File: src/rtl/rr_write_arbiter.sv
// Round-robin arbiter: four requesters share one register, each owner can hold it
// for at most MAX_HOLD cycles while others wait; write lands one edge after grant.
module rr_write_arbiter #(
  parameter int W        = 8,
  parameter int MAX_HOLD = 4
) (
  input  logic           clk,
  input  logic           rst,
  input  logic [3:0]     req,
  input  logic [4*W-1:0] data,
  output logic [3:0]     gnt,
  output logic [W-1:0]   q,
  output logic [1:0]     q_src,
  output logic           q_upd
);

  localparam int HW = $clog2(MAX_HOLD + 1);

  logic          owner_vld, owner_vld_nxt;
  logic [1:0]    owner, owner_nxt;
  logic [1:0]    last_ptr, last_nxt;
  logic [HW-1:0] hold, hold_nxt;

  logic [1:0]    base;
  logic [1:0]    pick;
  logic [1:0]    idx;
  logic          pick_vld;
  logic          owner_req;
  logic          hold_max;
  logic [3:0]    others;
  logic [W-1:0]  wr_dat;

  always_comb gnt = owner_vld ? (4'b0001 << owner) : 4'b0000;

  assign owner_req = owner_vld && req[owner];
  assign hold_max  = (hold == HW'(MAX_HOLD));
  assign others    = req & ~gnt;
  assign base      = owner_vld ? owner : last_ptr;
  assign wr_dat    = data[int'(owner)*W +: W];

  // Search from farthest to nearest so the nearest requester after base wins.
  always_comb begin
    pick_vld = 1'b0;
    pick     = 2'd0;
    idx      = 2'd0;
    for (int k = 4; k >= 1; k--) begin
      idx = base + 2'(k);
      if (req[idx]) begin
        pick     = idx;
        pick_vld = 1'b1;
      end
    end
  end

  always_comb begin
    owner_vld_nxt = owner_vld;
    owner_nxt     = owner;
    last_nxt      = last_ptr;
    hold_nxt      = hold;
    if (owner_req && (!hold_max || others == 4'b0000)) begin
      if (!hold_max) hold_nxt = hold + 1'b1;
    end else if (pick_vld) begin
      // Covers rotation on expiry, hand-off on release and grant from idle.
      owner_vld_nxt = 1'b1;
      owner_nxt     = pick;
      last_nxt      = pick;
      hold_nxt      = HW'(1);
    end else begin
      owner_vld_nxt = 1'b0;
      hold_nxt      = '0;
    end
  end

  always_ff @(posedge clk) begin
    if (rst) begin
      owner_vld <= 1'b0;
      owner     <= 2'd0;
      last_ptr  <= 2'd3;
      hold      <= '0;
      q         <= '0;
      q_src     <= 2'd0;
      q_upd     <= 1'b0;
    end else begin
      owner_vld <= owner_vld_nxt;
      owner     <= owner_nxt;
      last_ptr  <= last_nxt;
      hold      <= hold_nxt;
      q_upd     <= owner_req;
      if (owner_req) begin
        q     <= wr_dat;
        q_src <= owner;
      end
    end
  end

  a_gnt_onehot: assert property (@(posedge clk) disable iff (rst) $onehot0(gnt));
  a_write_src:  assert property (@(posedge clk) disable iff (rst)
                  q_upd |-> ($past(gnt) == (4'b0001 << q_src)) && (q == $past(wr_dat)));

endmodule

File: config.mk
export PLATFORM = sky130hd
export DESIGN_NAME = rr_write_arbiter
export DESIGN_NICKNAME = d
export VERILOG_FILES = /design/src/rtl/rr_write_arbiter.sv
export SDC_FILE = /design/constraint.sdc
export NUM_CORES = 1
export LEC_CHECK = 0
export BUFFER_PORTS_ARGS = -buffer_cell sky130_fd_sc_hd__buf_4
export CAP_MARGIN = 20
export CORE_AREA = 5 5 55 57
export DETAILED_ROUTE_END_ITERATION = 10
export DIE_AREA = 0 0 60 62
export HOLD_SLACK_MARGIN = 0.15
export PLACE_DENSITY = 0.81
export SYNTH_ARGS = -nofsm -noshare
export SYNTH_HDL_FRONTEND = slang
export SYNTH_SLANG_ARGS = --single-unit
File: constraint.sdc
create_clock -name clk -period 2.55 [get_ports clk]
set_input_delay 0.255 -clock clk [delete_from_list [all_inputs] [get_ports clk]]
set_output_delay 0.255 -clock clk [all_outputs]
set_load 0.02 [all_outputs]
; ---- Word-level counts from Yosys, hierarchy flattened
; Index checks and enable logic that the tools add are counted.
[word_totals]
regBits = 19
input_bits = 38
[classes]
add_sub_neg = 4
magnitude_cmp = 5
n_eq_ne = 2
shift = 2
mux = 24
n_bitwise = 3
n_reduce_logical = 6
[op_table]
columns = cell, n
row1 = 32-bit by 6-bit indexed part select with 8-bit output, 1
row2 = 2-bit by 3-bit < comparator with 1-bit output (second input constant), 5
row3 = 1-bit two-way mux, 11
row4 = 1-bit binary-select mux with 2-bit select, 5
row5 = 2-bit two-way mux, 5
row6 = 3-bit two-way mux, 2
row7 = 2-bit adder (second input constant), 2
row8 = 4-bit AND, 1
row9 = 4-bit zero test, 1
row10 = 4-bit two-way mux, 1
row11 = 4-bit NOT, 1
row12 = 1-bit by 2-bit << shifter with 4-bit output (first input constant), 1
row13 = 3-bit by 1-bit adder with 3-bit output (second input constant), 1
row14 = 3-bit == test (second input constant), 1
row15 = 2-bit by 1-bit adder with 2-bit output (second input constant), 1
row16 = 1-bit logical AND, 2
row17 = 2-bit inequality test (second input constant), 1
row18 = 2-bit AND reduction, 1
row19 = 1-bit zero test, 1
row20 = 1-bit logical OR, 1
row21 = 1-bit NOT, 1

; ---- Longest topological paths before layout
[depth]
ltp_word = 9
depth_mapped = 7
ltp_nobuf = 7

; ---- Least setup slack after synthesis
; OpenSTA, ideal clock, no wires.
[synth_timing]
kind = register -> register
startpoint = reg owner[0]
endpoint = reg hold[1]
setup_ns = 0.070
t_arrival_ns = 1.622
setup_slack_ns = 0.858
stages_incl_launch_ff = 7
path_buffers = 1
path_cell_list = dfxtp_1 buf_6 nor4b_2 nor4_1 a311o_2 or3_1 a21oi_1
[synth_between]
elab_chain_len = 8
word_cells_on_any_way = 12
cone_classes = eq/ne (1) / shift (1) / mux (4) / bitwise (2) / reduce/logical (4)
[synth_rtl]
columns = item, line_no
row1 = "start, declared", 20  ; logic [1:0] owner, owner_nxt;
row2 = "start signal, assigned", 85  ; owner <= owner_nxt;
row3 = 1-bit by 2-bit << shifter with 4-bit output, 33  ; always_comb gnt = owner_vld ? (4'b0001 << owner) : 4'b0000;
row4 = 4-bit two-way mux, 33
row5 = 4-bit NOT, 37  ; assign others = req & ~gnt;
row6 = 4-bit AND, 37
row7 = 4-bit zero test, 60  ; if (owner_req && (!hold_max || others == 4'b0000)) begin
row8 = 1-bit logical OR, 60
row9 = 1-bit logical AND (*), 60
row10 = 2-bit inequality test (no line) / 3-bit two-way mux (equally long branches), -
row11 = "end signal, assigned", 87  ; hold <= hold_nxt;
row12 = "end, declared", 22  ; logic [HW-1:0] hold, hold_nxt;
; Every way passes the cells marked *; elsewhere a longest branch is shown, timed or not. The select of a mux whose other input is x is not followed.
; A chain may end at the register's enable or synchronous reset.

; ---- Worst setup path after layout
[layout_timing]
startpoint = reg owner[1]
endpoint = reg hold[1]
; The elaborated chain is that of the path after synthesis.

==> metrics.yaml <==
ios: 53
fp.coreArea_sq_um: 2432
grt_usage: 0.1793
syn_area_sq_um: 1161
r2r_setup_slack_ns: 0.44
drv_slew: 0
tritoncts: "yes"
p_int_mw: 0.5963
grt_pass1_wl_um: 5009
synth_cells: 116
async_flop_share: 0
drc_errors: 0
synth-edff-count: 0
drive_above_1_share: 0.4072
swShare: 0.3345
synthTopCellsByArea: "dfxtp_1 33%, mux2i_1 9.5%, mux4_1 9.1%, mux4_2 7.8%, nor2_1 4.8%"
n_antenna_cell: 0
critPathMaxFanout: 17
ys_types: 37
max_freq_mhz: 473.2
whs_ns: 0.2442
dp_hpwl_um: 2428
hold_violations: 0
post-cts-setup-buffers: 0
die_w_um: 60
rsz0062_at_grt: "no"
status: "finished clean"
clkTransAtPathRegs_ns: 0.11
globalRouteOverflowTotal: 0
seq_area_sq_um: 380.4
fin_crit_ns: 2.113
rows: 18
fillers: 215
switchingPower_mw: 0.2998
yosys_warnings: 0
vdd_drop_max_uv: 421.1
worst_slew_pin_slew_ns: 0.6282
cts_buffer_depth: 2
critPathArrivalTime_ns: 2.34
htree_levels: 1
cts_made_buffers: 3
ys_ff_latch: 19
finalSetupViolCount: 0
power_density_nw_per_um2: 562.1
min_period_over_period: 0.8288
cts-root-buf: "clkbuf_4"
first_global_vias: 1088
yosysTopAreaCell: "dfxtp_1"
insertion_delay_ns: 0.30
synth_area_per_cell_sq_um: 10.01
die_h_um: 62
clockPowerShare: 0.168
die_area_sq_um: 3720
io_buffer_count: 52
worstSetupEndpointType: "register"
drt_iter0_markers: 35
maxSlewHeadroom: 0.5806
reg2regPathDepth: 5
gp_congestion: 0.9287
hold_class: "in -> reg"
worstReg2RegEnd: "hold[1]"
hold_buffers: 0
antenna_found_initial: 0
synth_nets: 156
cap_violations: 0
start_util: 0.4774
grt_max_degree: 18
ant_nets: 0
setup-tns-final_ns: 0
cts.sinks: 19
multi_input_area_sq_um: 737.0
ys_seq_area_frac: 0.3276
min_path_cells: 2
combinationalPowerShare: 0.408
num-nets-final: 208
min_to: "q_src[1]"
r2r-start: "owner[1]"
worstHoldStart: "rst"
start_kind: "register"
p_leak_nw: 0.7500
synth_top_flop_cell: "dfxtp_1"
cts_resized: 0
skew_ns: 0.008976
cp.required_ns: 2.78
layout_common_cells: "54 x buf_4, 19 x dfxtp_1, 15 x nor2_1"
final_common_cell: "buf_4"
routedWlPerCell_um: 15.62
dr_total_vias: 1106
critPathKind: "reg -> reg"
first_pass_iters: 4
power_frac_seq: 0.424
synth_top_area_share: 0.3276
drt-total-wl_um: 3078
layout-area-overhead-vs-synth_pct: 37.28
via_per_inst: 5.614
layer usage:
metal | up-vias | share of wire | track usage
met4 | 0 | 0.016 | 0.05696
met5 | - | 0 | 0
met3 | 8 | 0.071 | 0.02273
li1 | 534 | - | -
met2 | 40 | 0.48 | 0.3133
met1 | 524 | 0.43 | 0.2303
worst max-delay path, stage by stage (launching register included):
cell	delay (ns)
dfxtp_1	0.74
nor3b_1	0.24
o21ai_0	0.12
a311o_2	0.47
or3_1	0.33
a21oi_1	0.15
per-stage QoR:
| stage | total power, mW | setup WS [ns] | instances | utilization | instance area (sq um) |
|---|---|---|---|---|---|
| floorplan | 0.6210 | 0.8576 | 116 | - | 1161 |
| global placement | 0.7374 | 0.5473 | 193 | 0.6445 | 1568 |
| detailed placement | 0.7539 | 0.4471 | 193 | 0.6445 | 1568 |
| CTS | 0.9028 | 0.4347 | 197 | 0.6554 | 1594 |
| global route | 0.9587 | 0.2835 | 197 | 0.6554 | 1594 |
| finish | 0.8961 | 0.4366 | 197 | 0.6554 | 1594 |
registers in the layout, indices dropped and copies added (netlist names):
signal and count:
owner_vld 1, q_src 2, q 8, hold 3
q_upd 1, last_ptr 2, owner 2
power by group through the flow:
stage / Combinational (mW) / Clock, mW / Sequential (mW)
after floorplan: 0.233 / 0 / 0.388
after global placement: 0.354 / 0 / 0.383
after detailed placement: 0.367 / 0 / 0.387
after CTS: 0.368 / 0.155 / 0.380
after global routing: 0.396 / 0.173 / 0.389
final: 0.366 / 0.150 / 0.380
cell families (layout without fill, tap and decap cells):
kind of cell | Yosys count | after routing | synth area share
fa+ha+maj | 2 | 2 | 0.02155
mux | 21 | 21 | 0.2823
buf+inv | 9 | 60 | 0.03771
compound gates | 23 | 23 | 0.1304
flops | 19 | 19 | 0.3276
simple gates | 41 | 41 | 0.1929
xor+xnor | 1 | 1 | 0.007544
worst max path at each step:
| stage | depth (start not counted) | endpoint | slack, ns | from |
|---|---|---|---|---|
| global placement | 5 | hold[1] | 0.55 | owner[1] |
| floorplan | 6 | hold[1] | 0.86 | owner[0] |
| detailed placement | 5 | hold[1] | 0.45 | owner[1] |
| global route | 5 | hold[1] | 0.28 | owner[1] |
| CTS | 5 | hold[1] | 0.43 | owner[1] |
| finish | 5 | hold[1] | 0.44 | owner[1] |
cells in the mapped netlist, drive strengths merged (2+ instances only):
cell / instances
mux2i: 11
nor2b: 4
inv: 2
mux2: 2
a211o: 2
a21o: 3
nor3b: 3
and2: 3
dfxtp: 19
ha: 2
buf: 3
nor2: 15
nand2: 6
a21oi: 9
o21ai: 3
clkbuf: 4
mux4: 8
final cells by class:
| cell class | count | area share |
|---|---|---|
| multi-input cells | 88 | 0.4623 |
| repair buffers | 54 | 0.2543 |
| flip-flops and latches | 19 | 0.2386 |
| well taps | 30 | 0.02355 |
| clock buffers | 4 | 0.01648 |
| inverters | 2 | 0.004710 |
(Power assumes the default switching activity.)
